$ cat src/rtl/mips_pipe_pkg.sv
// Shared types and constants for the MIPS pipeline stage boundaries.
// No logic; widths and the ex_ctrl bit order live only here.
// Consumers import mips_pipe_pkg::*.
package mips_pipe_pkg;

   // ex_ctrl bit positions. There are six control fields, so the word is
   // six bits wide and reg_write sits in the top bit.
   localparam int CTRL_W          = 6;
   localparam int CTRL_BRANCH     = 0;
   localparam int CTRL_BRANCH_NE  = 1;
   localparam int CTRL_MEM_TO_REG = 2;
   localparam int CTRL_MEM_WRITE  = 3;
   localparam int CTRL_MEM_READ   = 4;
   localparam int CTRL_REG_WRITE  = 5;

   // EX/MEM payload: {alu_result, zero, store_data, write_reg, branch_target, ctrl}
   function automatic int ex_mem_pay_w(input int dw, input int rw);
      return 3 * dw + 1 + rw + CTRL_W;
   endfunction

   localparam int EX_MEM_PAY_W = ex_mem_pay_w(32, 5);

endpackage

$ cat src/rtl/pipe_skid_buffer.sv
// Generic 2-entry valid/ready skid buffer (output entry + skid entry).
// Latency: 1 cycle from accept to out_valid when the output entry is free.
// Backpressure: in_ready = ~skid_valid, registered; no comb path from out_ready.
module pipe_skid_buffer #(
   parameter int W = 8
) (
   input  logic         clk,
   input  logic         reset,
   input  logic         flush,
   input  logic         in_valid,
   output logic         in_ready,
   input  logic [W-1:0] in_data,
   output logic         out_valid,
   input  logic         out_ready,
   output logic [W-1:0] out_data
);

   logic         out_valid_q, out_valid_d;
   logic         skid_valid_q, skid_valid_d;
   logic [W-1:0] out_data_q, out_data_d;
   logic [W-1:0] skid_data_q, skid_data_d;
   logic         accept;

   assign accept    = in_valid & ~skid_valid_q & ~flush;
   assign in_ready  = ~skid_valid_q;
   assign out_valid = out_valid_q;
   assign out_data  = out_data_q;

   // Next state: flush wins, then refill a free output, else park in skid.
   always_comb begin
      out_valid_d  = out_valid_q;
      skid_valid_d = skid_valid_q;
      out_data_d   = out_data_q;
      skid_data_d  = skid_data_q;
      if (flush) begin
         out_valid_d  = 1'b0;
         skid_valid_d = 1'b0;
      end else if (~out_valid_q | out_ready) begin
         if (skid_valid_q) begin
            out_data_d   = skid_data_q;
            out_valid_d  = 1'b1;
            skid_valid_d = 1'b0;
         end else if (accept) begin
            out_data_d  = in_data;
            out_valid_d = 1'b1;
         end else begin
            out_valid_d = 1'b0;
         end
      end else if (accept) begin
         skid_data_d  = in_data;
         skid_valid_d = 1'b1;
      end
   end

   // State registers, cleared immediately on reset.
   always_ff @(posedge clk or posedge reset) begin
      if (reset) begin
         out_valid_q  <= 1'b0;
         skid_valid_q <= 1'b0;
         out_data_q   <= '0;
         skid_data_q  <= '0;
      end else begin
         out_valid_q  <= out_valid_d;
         skid_valid_q <= skid_valid_d;
         out_data_q   <= out_data_d;
         skid_data_q  <= skid_data_d;
      end
   end

endmodule

$ cat src/rtl/ex_mem_stage.sv
// EX->MEM pipeline register: skid-buffered payload, branch resolve, EX/MEM forward.
// Latency: 1 cycle from accepted EX beat to mem_valid.
// Backpressure: ex_ready is registered (skid empty); MEM stalls never reach EX combinationally.
module ex_mem_stage
   import mips_pipe_pkg::*;
#(
   parameter int DATA_WIDTH     = 32,
   parameter int REG_ADDR_WIDTH = 5
) (
   input  logic                      clk,
   input  logic                      reset,
   input  logic                      flush,
   input  logic                      ex_valid,
   output logic                      ex_ready,
   input  logic [DATA_WIDTH-1:0]     ex_alu_result,
   input  logic                      ex_zero,
   input  logic [DATA_WIDTH-1:0]     ex_store_data,
   input  logic [REG_ADDR_WIDTH-1:0] ex_write_reg,
   input  logic [DATA_WIDTH-1:0]     ex_branch_target,
   input  logic [CTRL_W-1:0]         ex_ctrl,
   output logic                      mem_valid,
   input  logic                      mem_ready,
   output logic [DATA_WIDTH-1:0]     mem_alu_result,
   output logic                      mem_zero,
   output logic [DATA_WIDTH-1:0]     mem_store_data,
   output logic [REG_ADDR_WIDTH-1:0] mem_write_reg,
   output logic [DATA_WIDTH-1:0]     mem_branch_target,
   output logic [CTRL_W-1:0]         mem_ctrl,
   output logic                      mem_pc_src,
   output logic                      fwd_en,
   output logic [REG_ADDR_WIDTH-1:0] fwd_reg,
   output logic [DATA_WIDTH-1:0]     fwd_value
);

   localparam int PAY_W = ex_mem_pay_w(DATA_WIDTH, REG_ADDR_WIDTH);

   logic [PAY_W-1:0] in_pay;
   logic [PAY_W-1:0] out_pay;

   assign in_pay = {ex_alu_result, ex_zero, ex_store_data, ex_write_reg,
                    ex_branch_target, ex_ctrl};

   pipe_skid_buffer #(.W(PAY_W)) u_skid (
      .clk       (clk),
      .reset     (reset),
      .flush     (flush),
      .in_valid  (ex_valid),
      .in_ready  (ex_ready),
      .in_data   (in_pay),
      .out_valid (mem_valid),
      .out_ready (mem_ready),
      .out_data  (out_pay)
   );

   assign {mem_alu_result, mem_zero, mem_store_data, mem_write_reg,
           mem_branch_target, mem_ctrl} = out_pay;

   // BEQ takes on Zero, BNE on ~Zero; only a valid output entry can redirect.
   assign mem_pc_src = mem_valid &
                       ((mem_ctrl[CTRL_BRANCH] & mem_zero) |
                        (mem_ctrl[CTRL_BRANCH_NE] & ~mem_zero));

   // $0 is hardwired zero, so it is never a forwarding source.
   assign fwd_en    = mem_valid & mem_ctrl[CTRL_REG_WRITE] & (mem_write_reg != '0);
   assign fwd_reg   = mem_write_reg;
   assign fwd_value = mem_alu_result;

   // A load and a store in one beat is a decoder bug upstream; passed through, only flagged.
   a_rd_wr_excl: assert property (@(posedge clk) disable iff (reset)
      mem_valid |-> !(mem_ctrl[CTRL_MEM_READ] && mem_ctrl[CTRL_MEM_WRITE]));

endmodule

$ cat config.mk
export PLATFORM = sky130hd
export DESIGN_NAME = ex_mem_stage
export DESIGN_NICKNAME = d
export VERILOG_FILES = /design/src/rtl/mips_pipe_pkg.sv /design/src/rtl/pipe_skid_buffer.sv /design/src/rtl/ex_mem_stage.sv
export SDC_FILE = /design/constraint.sdc
export NUM_CORES = 1
export LEC_CHECK = 0
export ABC_CLOCK_PERIOD_IN_PS = 8400
export CAP_MARGIN = 20
export CORE_MARGIN = 2
export CORE_UTILIZATION = 60
export CTS_CLUSTER_SIZE = 12
export DETAILED_ROUTE_END_ITERATION = 7
export DONT_BUFFER_PORTS = 1
export GPL_TIMING_DRIVEN = 0
export HOLD_SLACK_MARGIN = 0.15
export PLACE_DENSITY = 0.76
export SYNTH_ARGS = -nofsm -noshare
export SYNTH_HDL_FRONTEND = slang
export SYNTH_HIERARCHICAL = 1
export SYNTH_SLANG_ARGS = --single-unit
$ cat constraint.sdc
create_clock -name clk -period 8.4 [get_ports clk]
set_input_delay 1.68 -clock clk [delete_from_list [all_inputs] [get_ports clk]]
set_output_delay 1.68 -clock clk [all_outputs]
set_load 0.01 [all_outputs]
==> flow_summary.yaml, run 1 <==
status:
  status: "finished clean"
route:
  routed_via_density: 5.80
  drc: 0
  drt-total-wl_mm: 19.6
  routedWlPerCell_um: 22.2
  drt_iter0_markers: 161
  postRouteAntennaNets: 0
  num_vias: 5107
  firstDrtPassIters: 4
clock_tree:
  hold_buffers: 0
  htree_levels: 1
  cts_setup_buffers: 0
  clock-sinks: 218
  cts_tree: "done"
  cts-root-buf: "clkbuf_16"
  cts_buffers: 23
  path_clk_slew_ns: 0.06
  ctsResizeCount: 0
  clk_latency_ns: 0.50
  cts_max_path_buffers: 3
placement:
  gp_congestion: 0.822
  dp.cells: 844
  hpwlAfterDp_mm: 14.0
  dpl_cell_area_mm2: 0.00998
  io_buffers: 0
floorplanning:
  start_util_pct: 61.1
  die_y_um: 131
  num_rows: 46
  core_area_mm2: 0.0158
  die_w_um: 131
  io_pins: 262
  dieArea_mm2: 0.0172
cells_and_area:
  final_cells: 881
  fin_util_pct: 67.4
  nets: 766
  final_area_mm2: 0.0107
  area_growth_pct: 10.2
  layout-drive-gt1-share_pct: 61.0
yosys:
  ys_seq_elements: 218
  synth_top_area_share_pct: 56.4
  ys_warn_count: 6
  synth.area.top_cells: "dfrtp_1 56%, mux2_2 35%, buf_4 3.3%"
  synth_top_cells_by_count: "300 x mux2_2, 218 x dfrtp_1, 43 x buf_4"
  synthCells: 627
  syn_area_per_cell_um2: 15.4
  syn_nets: 740
  syn_area_mm2: 0.00968
  ys_types: 19
  synthFlopType: "dfrtp_1"
  synth-edff-count: 0
  yosysSeqAreaShare_pct: 56.4
  synth_top_cell_by_area: "dfrtp_1"
  yosysMostFrequentCell: "mux2_2"
  async_flop_share_pct: 100
setup_path:
  crit_end: "fwd_en"
  r2r-end: "u_skid/out_data[13]"
  critical_path_required_ns: 6.72
  path_class: "reg -> out"
  critPathLaunch: "u_skid/out_data[39]"
  endpoint_kind: "output port"
  rrSetupSlack_ns: 6.28
  cp-start-kind: "flop"
  reg2reg_from: "u_skid/out_valid"
  critPathMaxFanout: 4
  crit_arrival_ns: 1.72
  reg2reg_depth: 5
sta:
  tightestPinTransition_ns: 0.750
  layout_min_cycle_time_ns: 3.40
  skew_ns: 0.0144
  max_freq_ghz: 0.294
  rsz0062_at_grt: "false"
  whs_ns: 0.487
  drv_slew: 0
  setup_viol: 0
  period_share_pct: 40.5
  hold_viol_final: 0
  slew_headroom_pct: 50.0
global_routing:
  antenna_found_initial: 1
  grt_max_degree: 111
  track_usage_pct: 22.5
  grt_pass1_wl_mm: 29.8
  gr-total-overflow: 0
  grt_pass1_vias: 5687
run:
  maxCapViolations: 0
power:
  p_leak_nw: 4.63
  power_mw: 2.80
  vdd_ir_drop_max_uv: 193
  p_per_area_mw_per_mm2: 262
worst_hold_path:
  min_path_type: "reg -> reg"
-- registers in the layout, indices dropped and copies added, names as in the netlist --
name	flops
u_skid/out_data	108
u_skid/skid_data_q	108
u_skid/out_valid	1
u_skid/skid_valid_q	1
-- placed cells by master (no fill, tap or decap), types with 2 or more instances in the layout --
master	n
mux2_2	300
dfrtp_1	218
buf_4	43
buf_2	26
mux2_1	24
clkbuf_16	23
clkbuf_1	6
clkbuf_8	5
clkinv_2	2
nor2_1	2
-- how the worst min path moves through the flow --
| stage | startpoint | to | slack (ns) | cells after the start |
|---|---|---|---|---|
| 3_5_place_dp | u_skid/skid_data_q[94] | u_skid/skid_data_q[94] | 0.48 | 1 |
| 6_report | u_skid/skid_data_q[94] | u_skid/skid_data_q[94] | 0.49 | 1 |
| 4_1_cts | u_skid/skid_data_q[94] | u_skid/skid_data_q[94] | 0.49 | 1 |
| 3_3_place_gp | u_skid/skid_data_q[89] | u_skid/skid_data_q[89] | 0.47 | 1 |
| 2_1_floorplan | u_skid/skid_data_q[100] | u_skid/skid_data_q[100] | 0.46 | 1 |
| 5_1_grt | u_skid/skid_data_q[93] | u_skid/skid_data_q[93] | 0.50 | 1 |
-- cells by family (layout without fill, tap and decap cells) --
logic type             after synthesis  in the layout  synth area share, %
muxes                              325            325                 37.8
DFF                                218            218                 56.4
buffers and inverters               73            110                 4.91
and+or+nand+nor                      9              9                0.737
AOI/OAI and AO/OA                    2              2                0.155
other                                0              1                    0
-- power breakdown --
part           internal [mW]  switching, mW
clock                  0.542          0.376
sequential              1.28          0.202
combinational          0.249          0.144
total                   2.07          0.722
-- final cells by class --
type	instances	area [um2]
well taps	216	270
flip-flops and latches	218	5460
repair buffers	1	27.5
fillers	1092	5170
clock inverters	2	10.0
clock buffers	34	667
multi-input cells	336	3740
plain buffers	71	468
inverters	2	15.0
diodes	1	2.50
-- layer usage --
metal,global-route usage (%),up-vias,share of wire [%]
met2,38.6,207,50
met3,9.36,42,11
met1,25.1,2616,36
met5,0,-,0
met4,8.57,0,3.1
li1,-,2242,-
-- stage by stage --
step	setup TNS, ns	setup WS, ns
2_1_floorplan	0	0.756
3_3_place_gp	-224.56	-1.04
3_5_place_dp	0	5.20
4_1_cts	0	4.96
5_1_grt	0	4.92
6_report	0	5.00
-- worst max-delay path, stage by stage, from the launching register on --
cell and delay (ns):
dfrtp_1 0.45, or3_1 0.42, o311a_1 0.36
(Power assumes the default switching activity.)
==> run 2, diff against run 1 <==
Settings changed: ABC_CLOCK_PERIOD_IN_PS 8400 to 3000, CORE_UTILIZATION 60 to 57, PLACE_DENSITY 0.76 to 0.75.
Clock period 8.4 ns to 3 ns, I/O delays scaled along.
==> run 2 against run 1 <==
Compared with the run above:
- clock power grew to 2.9 times the previous value
- worst setup slack lost 4.3 ns
- clock-buffer cell count is the same
- non-clock buffer count grew 7
- final cell count grew 1.2%
- combinational power grew to 2.8 times the previous value
- wire length grew 2.7%
- critical path depth is the same
- core utilization shrank 2.3 points
==> flow_summary.yaml, run 2 (synthesis gave the netlist of run 1 again) <==
power:
  p_leak_nw: 4.68
  p_sw_mw: 2.04
  p_comb_share_pct: 14.1
  vdd_ir_drop_max_uv: 401
  p_per_area_mw_per_mm2: 735
  internal_power_mw: 5.89
  seqPwrFrac_pct: 52.5
  p_sw_share_pct: 25.8
  power_mw: 7.93
  p_clk_share_pct: 33.4
floorplanning:
  io_pins: 262
  die_w_um: 134
  dieArea_mm2: 0.0180
  num_rows: 47
  core_area_mm2: 0.0166
  die_y_um: 134
  start_util_pct: 58.3
global_routing:
  grt_pass1_vias: 5818
  grt_pass1_wl_mm: 31.2
  track_usage_pct: 22.1
  grt_max_degree: 46
  gr-total-overflow: 0
  antenna_found_initial: 0
sta:
  setup_viol: 0
  slew_headroom_pct: 60.4
  hold_viol_final: 0
  tightestPinTransition_ns: 0.594
  period_share_pct: 78.4
  rsz0062_at_grt: "false"
  drv_slew: 0
  max_freq_ghz: 0.425
  skew_ns: 0.0164
  layout_min_cycle_time_ns: 2.35
setup_path:
  crit_arrival_ns: 1.75
  critPathLaunch: "u_skid/out_data[39]"
  r2r-end: "u_skid/out_data[3]"
  path_class: "reg -> out"
  reg2reg_depth: 5
  critical_path_required_ns: 2.40
  reg2reg_from: "u_skid/out_valid"
  endpoint_kind: "output port"
  rrSetupSlack_ns: 0.82
  critPathMaxFanout: 4
  crit_end: "fwd_en"
  cp-start-kind: "flop"
cells_and_area:
  final_cells: 892
  final_cell_mix: "300 x mux2_2, 218 x dfrtp_1, 43 x buf_4"
  layout-drive-gt1-share_pct: 60.9
  nets: 773
  final_common_cell: "mux2_2"
  area_growth_pct: 11.5
  num_antenna_cells: 0
route:
  drc: 0
  drt_iter0_markers: 169
  firstDrtPassIters: 4
  routed_via_density: 5.74
  postRouteAntennaNets: 0
  routedWlPerCell_um: 22.6
  drt-total-wl_mm: 20.1
  num_vias: 5124
clock_tree:
  clock-sinks: 218
  htree_levels: 1
  cts-root-buf: "clkbuf_16"
  path_clk_slew_ns: 0.06
  cts_setup_buffers: 0
  cts_buffers: 23
  cts_tree: "done"
  cts_max_path_buffers: 3
  clk_latency_ns: 0.50
placement:
  gp_congestion: 0.775
  io_buffers: 0
  hpwlAfterDp_mm: 14.6
  dp.cells: 852
status:
  status: "finished clean"
worst_hold_path:
  min_path_type: "in -> reg"
  worstHoldStart: "ex_alu_result[24]"
run:
  maxCapViolations: 0
-- run 2: worst min-delay path by stage --
stage / to / slack [ns] / cells after the start
6_report: u_skid/skid_data_q[100] / 0.23 / 1
3_5_place_dp: u_skid/skid_data_q[94] / 0.48 / 1
4_1_cts: u_skid/skid_valid_q / 0.15 / 1
2_1_floorplan: u_skid/skid_data_q[100] / 0.46 / 1
3_3_place_gp: u_skid/skid_data_q[88] / 0.47 / 1
5_1_grt: u_skid/skid_data_q[100] / 0.21 / 1
-- run 2: cell type report --
type                    count  area (um2)
well taps                 220         275
plain buffers              71         468
clock inverters             3        43.8
multi-input cells         336        3740
repair buffers              8         130
fillers                  1187        5800
inverters                   2        11.3
clock buffers              34         657
flip-flops and latches    218        5460
-- run 2: metal layers --
layer	up-vias	global-route usage (%)	wire length, um
met1	2628	25.4	7440
met2	205	38.9	10400
met4	0	6.37	435
li1	2260	-	-
met3	31	7.67	1870
met5	-	0	0
-- run 2: timing repair --
item                       4_1_cts  5_1_grt
resized for setup                0        0
hold endpoints to repair        18        1
hold buffers                     2        1
setup endpoints to repair        0        0
-- run 2: power by group through the flow --
stage	logic, mW	clock network (mW)	registers (mW)
after CTS	1.14	2.72	4.17
final	1.12	2.65	4.16
after global routing	1.22	2.84	4.24
after floorplan	0.969	0	4.04
after global placement	1.05	0	4.16
after detailed placement	1.13	0	4.21
-- run 2: stage by stage --
stage	setup TNS (ns)	utilization [%]	cell area [um2]	hold WS, ns	worst slack [ns]
2_1_floorplan	-95.94	-	9680	0.459	-0.440
3_3_place_gp	-293.36	60.0	9950	0.468	-1.36
3_5_place_dp	0	60.6	10100	0.478	0.851
4_1_cts	0	65.0	10800	0.151	0.617
5_1_grt	0	65.0	10800	0.210	0.592
6_report	0	65.0	10800	0.233	0.649
-- run 2: worst max-delay path, stage by stage, from the launching register on --
cell	delay, ns
dfrtp_1	0.46
or3_1	0.43
o311a_1	0.37
==> run 3, diff against run 2 <==
Settings changed: ABC_CLOCK_PERIOD_IN_PS 3000 to 2100.
Clock period 3 ns to 2.1 ns, I/O delays scaled along.
==> run 3 against run 2 <==
Compared with the run above:
- the run now ends with negative setup slack left
- flip-flop and latch count did not move
- first-iteration DRC count down 15%
- worst setup slack got worse by 0.65 ns
- largest power group unchanged
- highest routed layer unchanged
==> flow_summary.yaml, run 3 (synthesis gave the netlist of run 1 again) <==
status:
  status: "finished, violations left"
  violations: "negative setup slack"
sta:
  rsz0062_at_grt: "true"
  drv_slew: 0
  max_freq_ghz: 0.475
  layout_min_cycle_time_ns: 2.11
  setup_viol: 1
  setup_ws_ns: -0.00605
  tightestPinTransition_ns: 0.580
  period_share_pct: 100
  hold_viol_final: 0
  slew_headroom_pct: 61.3
  skew_ns: 0.0178
  whs_ns: 0.178
cells_and_area:
  n_fill_cell: 1068
  area_growth_pct: 23.3
  nets: 885
  layout-drive-gt1-share_pct: 53.2
  num_antenna_cells: 0
  final_cell_mix: "300 x mux2_2, 215 x dfrtp_1, 112 x dlygate4sd3_1"
  final_common_cell: "mux2_2"
clock_tree:
  cts_tree: "done"
  cts-root-buf: "clkbuf_16"
  htree_levels: 1
  clk_latency_ns: 0.50
  clock-sinks: 218
  cts_buffers: 23
  path_clk_slew_ns: 0.06
  cts_max_path_buffers: 3
power:
  p_leak_nw: 5.16
  vdd_ir_drop_max_uv: 576
  p_per_area_mw_per_mm2: 969
route:
  postRouteAntennaNets: 0
  drt-total-wl_mm: 22.5
  drt_iter0_markers: 143
  routed_via_density: 5.62
  drc: 0
  firstDrtPassIters: 4
  routedWlPerCell_um: 22.4
  num_vias: 5644
global_routing:
  grt_pass1_wl_mm: 35.2
  antenna_found_initial: 0
  grt_max_degree: 46
  track_usage_pct: 25.0
  grt_pass1_vias: 6591
  gr-total-overflow: 0
setup_path:
  crit_family: "flip-flops"
  crit_path_max_incr_delay_ns: 0.44
  critical_path_required_ns: 1.68
  crit_buf_inv: 0
  crit_arrival_ns: 1.69
  path_class: "reg -> out"
  path_cells: "or3_4 -> o311a_4"
  critPathMaxFanout: 4
  endpoint_kind: "output port"
  cp_slowest_cell: "dfrtp_2"
  cp-start-kind: "flop"
floorplanning:
  die_y_um: 134
  num_rows: 47
  die_w_um: 134
  start_util_pct: 58.3
  dieArea_mm2: 0.0180
  io_pins: 262
  core_area_mm2: 0.0166
placement:
  hpwlAfterDp_mm: 14.6
  io_buffers: 0
  dp_slack_ns: -0.0493
  gp_congestion: 0.775
run:
  maxCapViolations: 0
worst_hold_path:
  min_path_type: "in -> reg"
[run 3: cell types whose count changed in the layout (fill, tap and decap cells not counted), sizes merged]
cell         previous run  this run
buf                    76        79
dlygate4sd3             3       112
[run 3: final timing paths]
path	from	end	slack, ns	depth (start not counted)
max	u_skid/out_data[38]	fwd_en	-0.006	2
min in group asynchronous	reset	u_skid/out_data[31]	0.43	2
max reg2reg	u_skid/out_valid	u_skid/out_data[3]	0.15	6
max in group asynchronous	reset	u_skid/skid_data_q[6]	0.59	5
min reg2reg	u_skid/skid_data_q[92]	u_skid/skid_data_q[92]	0.49	1
min	ex_branch_target[6]	u_skid/out_data[12]	0.18	2
[run 3: worst register-to-register path: cells and delay by family (launching register included)]
family	cells	cell delay (ns)
flops	1	0.47
buf+inv	3	0.57
simple gates	2	0.41
mux	1	0.36
[run 3: final cells by class]
class                      instances  area, um2  share of cell area (%)
timing repair buffer             120       1260                    10.5
sequential                       218       5460                    45.7
clock inverter                     3       43.8                   0.367
tap                              220        275                    2.31
inverter                           2       11.3                  0.0944
multi-input combinational        336       3760                    31.5
clock buffer                      34        657                    5.50
buffer                            71        470                    3.94
[run 3: routing by layer]
| metal | routed length [um] | GRT usage, % | share of wire, % | vias up |
|---|---|---|---|---|
| met1 | 8300 | 28.5 | 37 | 2875 |
| met2 | 11800 | 45.0 | 52 | 225 |
| li1 | - | - | - | 2495 |
| met3 | 1770 | 6.95 | 7.8 | 49 |
| met5 | 0 | 0 | 0 | - |
| met4 | 637 | 8.65 | 2.8 | 0 |
[run 3: power by group]
part           internal, mW  leakage, nW  total [mW]  switching [mW]
Sequential             5.14         2.62        5.97           0.834
Clock                  2.27        0.343        3.79            1.53
Combinational          1.16         2.20        1.80           0.643
Total                  8.56         5.16        11.6            3.00
[run 3: metrics by stage]
stage	utilization (%)	TNS, ns	power (mW)	instances	instance area, um2
final	72.0	-0.00605	11.6	1004	11900
after global routing	72.0	-0.0428	12.1	1004	11900
after CTS	72.0	-0.0752	11.7	1004	11900
after detailed placement	60.6	-0.727	7.64	852	10100
after global placement	60.0	-450.48	7.45	847	9950
after floorplan	-	-252.90	7.15	627	9680
[run 3: what timing repair did]
| action | in CTS | in global routing |
|---|---|---|
| gates resized for setup | 5 | 1 |
| pin swaps | 3 | 1 |
| setup buffers | 3 | 0 |
| endpoints found under the setup margin | 22 | 8 |
| hold buffers | 112 | 0 |
| endpoints found under the hold margin | 155 | 0 |
